$ cat config.mk
export PLATFORM = sky130hd
export DESIGN_NAME = at_rx
export DESIGN_NICKNAME = d
export VERILOG_FILES = /design/src/rtl/at_rx.sv
export SDC_FILE = /design/constraint.sdc
export NUM_CORES = 1
export LEC_CHECK = 0
export BUFFER_PORTS_ARGS = -buffer_cell sky130_fd_sc_hd__buf_2
export CORE_MARGIN = 3
export CORE_UTILIZATION = 42
export DETAILED_ROUTE_END_ITERATION = 12
export GPL_TIMING_DRIVEN = 0
export PLACE_DENSITY = 0.63
export SLEW_MARGIN = 30
export SYNTH_ARGS = -nofsm -noshare
export SYNTH_HDL_FRONTEND = slang
export SYNTH_SLANG_ARGS = --single-unit
$ cat constraint.sdc
create_clock -name clk -period 9.7 [get_ports clk]
set_input_delay 0.97 -clock clk [delete_from_list [all_inputs] [get_ports clk]]
set_output_delay 0.97 -clock clk [all_outputs]
set_load 0.05 [all_outputs]
$ cat src/rtl/at_rx.sv
// at_rx: receive-side AT response parser for the Wi-Fi/MQTT module UART link.
// Flags OK/ERROR result lines and frames +MQTTSUBRECV payloads as a byte stream.
module at_rx #(
  parameter int MAX_LEN     = 1024,
  parameter int LEN_W       = 11,
  parameter int TIMEOUT_CYC = 5_000_000
) (
  input  logic             clk,
  input  logic             rst_n,
  input  logic [7:0]       rx_data,
  input  logic             rx_valid,
  output logic             resp_ok,
  output logic             resp_error,
  output logic [7:0]       sub_data,
  output logic             sub_valid,
  output logic             sub_first,
  output logic             sub_last,
  output logic [LEN_W-1:0] sub_len,
  output logic             sub_err,
  output logic             busy
);
  localparam int ACC_W  = LEN_W + 4;
  localparam int IDLE_W = $clog2(TIMEOUT_CYC + 1);

  localparam logic [ACC_W-1:0]  MAX_ACC   = ACC_W'(MAX_LEN);
  localparam logic [IDLE_W-1:0] IDLE_LAST = IDLE_W'(TIMEOUT_CYC - 1);

  localparam logic [8*4-1:0]  STR_OK  = "OK\r\n";
  localparam logic [8*7-1:0]  STR_ERR = "ERROR\r\n";
  localparam logic [8*13-1:0] STR_SUB = "+MQTTSUBRECV:";

  localparam logic [7:0] CH_CR    = 8'h0D;
  localparam logic [7:0] CH_LF    = 8'h0A;
  localparam logic [7:0] CH_COMMA = 8'h2C;
  localparam logic [7:0] CH_QUOTE = 8'h22;
  localparam logic [7:0] CH_0     = 8'h30;
  localparam logic [7:0] CH_9     = 8'h39;
  localparam logic [7:0] CH_O     = 8'h4F;
  localparam logic [7:0] CH_E     = 8'h45;
  localparam logic [7:0] CH_PLUS  = 8'h2B;

  typedef enum logic [3:0] {
    LINE_START, MATCH_OK, MATCH_ERR, MATCH_SUB, SKIP_LINE, SUB_LINK,
    SUB_TQ, SUB_TOPIC, SUB_TC, SUB_LEN, SUB_DATA, SUB_EOL
  } state_e;

  // Expected character at position i of the keyword being matched in st.
  function automatic logic [7:0] match_char(input state_e st, input logic [3:0] i);
    logic [7:0] c;
    c = 8'h00;
    case (st)
      MATCH_OK:  c = STR_OK[8*(3 - int'(i)) +: 8];
      MATCH_ERR: c = STR_ERR[8*(6 - int'(i)) +: 8];
      MATCH_SUB: c = STR_SUB[8*(12 - int'(i)) +: 8];
      default:   c = 8'h00;
    endcase
    return c;
  endfunction

  function automatic logic [3:0] match_last(input state_e st);
    case (st)
      MATCH_OK:  return 4'd3;
      MATCH_ERR: return 4'd6;
      default:   return 4'd12;
    endcase
  endfunction

  state_e             state_q, state_d;
  logic [3:0]         idx_q, idx_d;
  logic [ACC_W-1:0]   acc_q, acc_d;
  logic               dig_q, dig_d;
  logic [LEN_W-1:0]   rem_q, rem_d;
  logic [IDLE_W-1:0]  idle_q, idle_d;
  logic               resp_ok_q, resp_ok_d, resp_error_q, resp_error_d;
  logic [7:0]         sub_data_q, sub_data_d;
  logic               sub_valid_q, sub_valid_d, sub_first_q, sub_first_d;
  logic               sub_last_q, sub_last_d, sub_err_q, sub_err_d, busy_q, busy_d;
  logic [LEN_W-1:0]   sub_len_q, sub_len_d;

  logic [ACC_W+3:0]   acc_wide;
  logic [ACC_W-1:0]   acc_sat;
  logic               is_digit, len_ok, in_sub, hdr_err;

  // acc*10 + digit, computed 4 bits wider so overflow can be detected and clamped.
  assign acc_wide = ({4'b0, acc_q} << 3) + ({4'b0, acc_q} << 1)
                  + {{ACC_W{1'b0}}, rx_data[3:0]};
  assign acc_sat  = (|acc_wide[ACC_W+3:ACC_W]) ? '1 : acc_wide[ACC_W-1:0];
  assign is_digit = (rx_data >= CH_0) && (rx_data <= CH_9);
  assign len_ok   = dig_q && (acc_q != '0) && (acc_q <= MAX_ACC);
  assign in_sub   = state_q inside {SUB_LINK, SUB_TQ, SUB_TOPIC, SUB_TC, SUB_LEN, SUB_DATA};

  always_comb begin
    // NOTE: every signal gets a default here so no path through the case leaves it unassigned (no latches).
    state_d      = state_q;
    idx_d        = idx_q;
    acc_d        = acc_q;
    dig_d        = dig_q;
    rem_d        = rem_q;
    idle_d       = idle_q;
    sub_data_d   = sub_data_q;
    sub_len_d    = sub_len_q;
    resp_ok_d    = 1'b0;
    resp_error_d = 1'b0;
    sub_valid_d  = 1'b0;
    sub_first_d  = 1'b0;
    sub_last_d   = 1'b0;
    sub_err_d    = 1'b0;
    hdr_err      = 1'b0;

    if (rx_valid) begin
      idle_d = '0;
      case (state_q)
        LINE_START: begin
          idx_d = 4'd1;
          if (rx_data == CH_O)                          state_d = MATCH_OK;
          else if (rx_data == CH_E)                     state_d = MATCH_ERR;
          else if (rx_data == CH_PLUS)                  state_d = MATCH_SUB;
          else if (rx_data != CH_CR && rx_data != CH_LF) state_d = SKIP_LINE;
        end
        MATCH_OK, MATCH_ERR, MATCH_SUB: begin
          if (rx_data != match_char(state_q, idx_q)) begin
            state_d = (rx_data == CH_LF) ? LINE_START : SKIP_LINE;
          end else if (idx_q != match_last(state_q)) begin
            idx_d = idx_q + 4'd1;
          end else begin
            resp_ok_d    = (state_q == MATCH_OK);
            resp_error_d = (state_q == MATCH_ERR);
            state_d      = (state_q == MATCH_SUB) ? SUB_LINK : LINE_START;
          end
        end
        SKIP_LINE, SUB_EOL: if (rx_data == CH_LF) state_d = LINE_START;
        SUB_LINK:  if (rx_data == CH_COMMA) state_d = SUB_TQ;
        SUB_TQ:    if (rx_data == CH_QUOTE) state_d = SUB_TOPIC; else hdr_err = 1'b1;
        SUB_TOPIC: if (rx_data == CH_QUOTE) state_d = SUB_TC;
        SUB_TC: begin
          if (rx_data == CH_COMMA) begin
            state_d = SUB_LEN;
            acc_d   = '0;
            dig_d   = 1'b0;
          end else begin
            hdr_err = 1'b1;
          end
        end
        SUB_LEN: begin
          if (is_digit) begin
            acc_d = acc_sat;
            dig_d = 1'b1;
          end else if (rx_data == CH_COMMA && len_ok) begin
            sub_len_d = acc_q[LEN_W-1:0];
            rem_d     = acc_q[LEN_W-1:0];
            state_d   = SUB_DATA;
          end else begin
            hdr_err = 1'b1;
          end
        end
        SUB_DATA: begin
          sub_valid_d = 1'b1;
          sub_data_d  = rx_data;
          sub_first_d = (rem_q == sub_len_q);
          sub_last_d  = (rem_q == LEN_W'(1));
          rem_d       = rem_q - LEN_W'(1);
          if (rem_q == LEN_W'(1)) state_d = SUB_EOL;
        end
        default: state_d = LINE_START;
      endcase
      if (hdr_err) begin
        sub_err_d = 1'b1;
        state_d   = (rx_data == CH_LF) ? LINE_START : SKIP_LINE;
      end
    end else if (state_q != LINE_START) begin
      // A stalled partial line is abandoned; only an open message reports it.
      if (idle_q == IDLE_LAST) begin
        state_d   = LINE_START;
        idle_d    = '0;
        sub_err_d = in_sub;
      end else if (idle_q != '1) begin
        idle_d = idle_q + IDLE_W'(1);
      end
    end else begin
      idle_d = '0;
    end

    busy_d = (state_d != LINE_START);
  end

  // NOTE: state uses non-blocking assignments with an asynchronous active-low reset clearing every flop.
  always_ff @(posedge clk or negedge rst_n) begin
    if (!rst_n) begin
      state_q      <= LINE_START;
      idx_q        <= '0;
      acc_q        <= '0;
      dig_q        <= 1'b0;
      rem_q        <= '0;
      idle_q       <= '0;
      resp_ok_q    <= 1'b0;
      resp_error_q <= 1'b0;
      sub_data_q   <= '0;
      sub_valid_q  <= 1'b0;
      sub_first_q  <= 1'b0;
      sub_last_q   <= 1'b0;
      sub_len_q    <= '0;
      sub_err_q    <= 1'b0;
      busy_q       <= 1'b0;
    end else begin
      state_q      <= state_d;
      idx_q        <= idx_d;
      acc_q        <= acc_d;
      dig_q        <= dig_d;
      rem_q        <= rem_d;
      idle_q       <= idle_d;
      resp_ok_q    <= resp_ok_d;
      resp_error_q <= resp_error_d;
      sub_data_q   <= sub_data_d;
      sub_valid_q  <= sub_valid_d;
      sub_first_q  <= sub_first_d;
      sub_last_q   <= sub_last_d;
      sub_len_q    <= sub_len_d;
      sub_err_q    <= sub_err_d;
      busy_q       <= busy_d;
    end
  end

  assign resp_ok    = resp_ok_q;
  assign resp_error = resp_error_q;
  assign sub_data   = sub_data_q;
  assign sub_valid  = sub_valid_q;
  assign sub_first  = sub_first_q;
  assign sub_last   = sub_last_q;
  assign sub_len    = sub_len_q;
  assign sub_err    = sub_err_q;
  assign busy       = busy_q;

endmodule

[Word-level counts from Yosys, hierarchy flattened]
Index checks and enable logic that the tools add are counted.
Operators by class
  add/sub/neg operators: 8
  order comparisons: 3
  equality and inequality tests: 32
  shifts and indexed selects: 3
  multiplexer cells: 69
  bitwise operators: 1
  reduce and logical (&&, ||, !) cells: 21
Operator list (number)
  $shiftx 104x8->8 const A: 1
  $mux 23: 4
  $mux 4: 23
  $shiftx 56x8->8 const A: 1
  $mux 15: 3
  $pmux 4 s9: 1
  $shiftx 32x8->8 const A: 1
  $pmux 15 s2: 1
  $mux 1: 25
  $eq 8x6->1 const B: 3
  $pmux 8 s3: 1
  $add 23x1->23 const B: 1
  $eq 23x23->1 const B: 1
  $ne 23x23->1 const B: 1
  $mux 11: 2
  $pmux 11 s2: 1
  $add 18x16->19: 1
  $add 19x4->19: 1
  $eq 4x3->1 const B: 4
  $eq 4x4->1 const B: 4
  $eq 8x7->1 const B: 2
  $mux 8: 2
  $ne 8x4->1 const B: 2
  $pmux 4 s2: 2
  33 further kinds: 49
Word-level totals
  register bits after elaboration: 84
  input bits: 11
  output and inout bits: 26
  word-level logic and storage cells: 152

[Longest topological paths before layout]
  depth after elaboration: 16
  gate-level depth with buffers: 14
  depth with buffers taken out: 12

[Worst setup path after synthesis]
OpenSTA, ideal clock, no wires.
  path kind: input to register
  from: in rx_data[3]
  to: reg acc_q[14]
  library setup time: 0.142 ns
  arrival time: 3.923 ns
  data required time: 9.558 ns
  path slack: 5.634 ns
  cell stages on the path: 12
  buffers on the path: 1
  path through: fa_1 > fa_1 > a21o_1 > a21oi_1 > o21ai_0 > a311oi_1 > o21bai_1 > a21oi_1 > o21bai_1 > a21oi_1 > clkbuf_1 > a31oi_1
On the way
  cells in the longest elaborated chain, start to end: 5
  elaborated cells between the ends (all ways): 12
  those cells by class: add/sub (1); order compare (2); eq/ne (3); mux (3); reduce/logical (3)
Ends and longest elaborated chain
  start: declaration: RTL line 10  | input logic [7:0] rx_data,
  $add 19x4->19: RTL line 86  | + {{ACC_W{1'b0}}, rx_data[3:0]};
  $reduce_or 4->1: RTL line 87  | assign acc_sat = (|acc_wide[ACC_W+3:ACC_W]) ? '1 : acc_wide[ACC_W-1:0];
  $mux 15: RTL line 87
  $mux 15: RTL line 145  | if (is_digit) begin
  $pmux 15 s2: RTL line 112  | case (state_q)
  end signal: assignment: RTL line 191  | acc_q <= '0;
  end signal: assignment: RTL line 207  | acc_q <= acc_d;
  end: declaration: RTL line 70  | logic [ACC_W-1:0] acc_q, acc_d;
Several ways; a longest one is shown, not always the timed one. The select of a mux whose other input is x is not followed.
A chain may end at the register's enable or synchronous reset.

[Final worst setup path]
  from: in rx_data[3]
  to: reg acc_q[8]
Same word-level chain as after synthesis.

==> flow_metrics.tcl <==
set metrics [dict create \
    grt_pass1_vias 5179 \
    grt_use_total 0.200 \
    worst_ep_arrival_time_ns 4.73 \
    tns_ns 0 \
    dp_slack_ns 4.85 \
    seq_area_frac_synth 0.343 \
    syn_area_per_cell_um2 8.71 \
    cts_num_sinks 84 \
    wire_per_inst_um 17.0 \
    ys_ff_latch 84 \
    post-route-period-util 0.468 \
    synth_cell_types 70 \
    critPathMaxFanout 10 \
    path_delay_family "compound AO/OA/AOI/OAI gates" \
    clk_path_buf_depth 2 \
    start_kind "primary input" \
    setup_viol 0 \
    final_nets 801 \
    start_util 0.435 \
    syn_inst 704 \
    grt_overflow 0 \
    boundaryPins 37 \
    vias 5535 \
    met3_usage 0.0341 \
    cts_tree "yes" \
    hpwl_um 11800 \
    path_buf_inv 2 \
    crit_chain "buf_2, fa_1, fa_1, a21o_1, a21oi_1, o21ai_0, a311oi_1, o21bai_1, a21oi_1, o21bai_1, a21oi_1, clkbuf_1, a31oi_1" \
    cts_hold_buf 0 \
    hold_violations 0 \
    antenna_found_initial 0 \
    core_area_um2 14100 \
    use_met1 0.273 \
    n_antenna_cell 0 \
    worstPathRequired_ns 9.89 \
    via_per_inst 5.92 \
    cpMostUsedCell "a21oi_1" \
    postRouteAntennaNets 0 \
    synth_edf_count 0 \
    timing.fmax_mhz 220 \
    dieHeight_um 127 \
    drc 0 \
    endpoint_kind "flip-flop" \
    drtIter0Drc 552 \
    ctsResizeCount 0 \
    p_per_area_nw_per_um2 117 \
    drv_slew 0 \
    drt-pass1-iter-count 5 \
    r2r_setup_slack_ns 5.41 \
    path_clk_slew_ns 0.06 \
    netlist_area_um2 6130 \
    grt_pass1_wl_um 26300 \
    skew_ns 0.00952 \
    relSlewSlack 0.389 \
    dieArea_um2 16100 \
    grt_max_degree 66 \
    utilization 0.488 \
    gp_congestion 0.925 \
    grt.met2_usage 0.318 \
    post_cts_buffers 0 \
    leakagePower_uw 0.00306 \
    final_layout_size_suffix_gt1_frac 0.115 \
    yosys_warnings 0 \
    crit_path_max_incr_delay_ns 0.53 \
    wl_um 15900 \
    cts_root_buf "clkbuf_16" \
    worst_pin_slew_ns 0.913 \
    ir_drop_mv 0.0729 \
    drv_cap 0 \
    rsz0062_at_grt "no" \
    path_class "in -> reg" \
    fp.dieW_um 127 \
    grt_busiest_layer "met2" \
    rows 43 \
    htreeDepth 3 \
    fin_crit_ns 4.54 \
    cts_made_buffers 9 \
    syn-num-nets 754 \
    synthFlopType "dfrtp_1" \
    synthArstFlopShare 1.00 \
    status "completed" \
    buffer_ports.inserted 35 \
    hp-class "in -> async" \
    syn2layout_area_growth_pct 12.3 \
    cp_slowest_cell "fa_1" \
    setup_slack_ns 5.16 \
    clock_latency_ns 0.35 \
]
cell type report:
class | count | area [µm²]
Fill cell | 1362 | 7210
Sequential cell | 84 | 2100
Clock buffer | 10 | 239
Timing Repair Buffer | 36 | 209
Multi-Input combinational cell | 560 | 3790
Inverter | 24 | 90.1
Tap cell | 180 | 225
Clock inverter | 5 | 82.6
Buffer | 36 | 146
metal layers:
| metal | vias to the layer above | part of all wire |
|---|---|---|
| met5 | - | 0 |
| met4 | 0 | 0.025 |
| met3 | 30 | 0.046 |
| met2 | 156 | 0.46 |
| met1 | 2659 | 0.47 |
| li1 | 2690 | - |
layout by cell type (no fill, tap or decap), types with 6 or more instances in the layout:
| cell | n |
|---|---|
| inv_1 | 24 |
| or3_1 | 10 |
| ha_1 | 37 |
| nor2b_1 | 12 |
| xor2_1 | 27 |
| a211oi_1 | 7 |
| xnor2_1 | 23 |
| nand2b_1 | 12 |
| nand4_1 | 13 |
| nor3_1 | 25 |
| o31ai_1 | 6 |
| nor4_1 | 14 |
| a21o_1 | 7 |
| buf_2 | 37 |
| clkbuf_1 | 29 |
| clkbuf_16 | 9 |
| o21ai_0 | 35 |
| nor2_1 | 62 |
| mux2_2 | 18 |
| nand3_1 | 21 |
| a31oi_1 | 23 |
| dfrtp_1 | 84 |
| o22ai_1 | 8 |
| a21oi_1 | 56 |
| nor4b_1 | 6 |
| nand2_1 | 48 |
| o21bai_1 | 6 |
synth_stat cells (3+ instances only):
cell	count	area share
a31oi_1	23	0.023
o31a_1	3	0.0043
nand4_1	13	0.013
clkbuf_1	29	0.018
a22o_1	4	0.0057
o31ai_1	6	0.0073
nor4_1	14	0.014
ha_1	37	0.076
nor2b_1	12	0.012
nand2_1	48	0.029
mux2_2	18	0.033
buf_2	3	0.0024
o22a_1	4	0.0057
a22oi_1	5	0.0061
nand3b_1	4	0.0049
a21o_1	7	0.0086
nor3b_1	5	0.0061
nand3_1	21	0.017
dfrtp_1	84	0.34
o21bai_1	6	0.0073
or3_1	10	0.010
nor2_1	62	0.038
and3_1	3	0.0031
and2_1	5	0.0051
a211oi_1	7	0.0086
mux2i_1	5	0.0082
o21ai_0	35	0.029
nor4b_1	6	0.0086
xor2_1	27	0.039
buf_1	3	0.0018
inv_1	24	0.015
xnor2_1	23	0.033
nand2b_1	12	0.012
o22ai_1	8	0.0082
a21oi_1	56	0.046
or2_2	3	0.0031
nor3_1	25	0.020
metrics by stage:
step | hold WS [ns] | cells | total power [µW] | instance area (µm²)
floorplan | 0.450 | 704 | 410 | 6130
global placement | 0.460 | 919 | 433 | 6530
detailed placement | 0.468 | 920 | 436 | 6560
CTS | 0.466 | 935 | 817 | 6890
global route | 0.476 | 935 | 839 | 6890
finish | 0.466 | 935 | 808 | 6890
flip-flops by register name, indices dropped and copies added (netlist names):
register	count
dig_q	1
acc_q	15
sub_err	1
busy	1
resp_ok	1
idle_q	23
sub_first	1
state_q	4
rem_q	11
sub_len	11
sub_data	8
sub_last	1
idx_q	4
sub_valid	1
resp_error	1
power breakdown:
part / switching [µW] / total, µW / internal [µW]
Sequential: 6.77 / 363 / 356
Clock: 147 / 379 / 233
Combinational: 44.8 / 65.9 / 21.1
kinds of logic (layout without fill, tap and decap cells):
group | count (synthesis) | after routing | share of synthesized area
AND/OR/NAND/NOR | 259 | 259 | 0.226
adder cells (fa/ha/maj) | 39 | 39 | 0.0821
XOR/XNOR | 51 | 51 | 0.0751
multiplexers | 23 | 23 | 0.0412
buffers and inverters | 60 | 111 | 0.0386
flip-flops | 84 | 84 | 0.343
AO/OA/AOI/OAI | 188 | 188 | 0.194
worst paths after layout:
path                             start     endpoint  cells past startpoint
setup / recovery            rx_data[3]     acc_q[8]                     13
hold / removal                   rst_n  sub_data[6]                      1
setup reg to reg              acc_q[2]     acc_q[8]                     12
hold reg to reg            sub_data[0]  sub_data[0]                      2
max in group asynchronous        rst_n     acc_q[4]                      2
min in group clk           sub_data[0]  sub_data[0]                      2
Power figures use the tool's default switching activity.
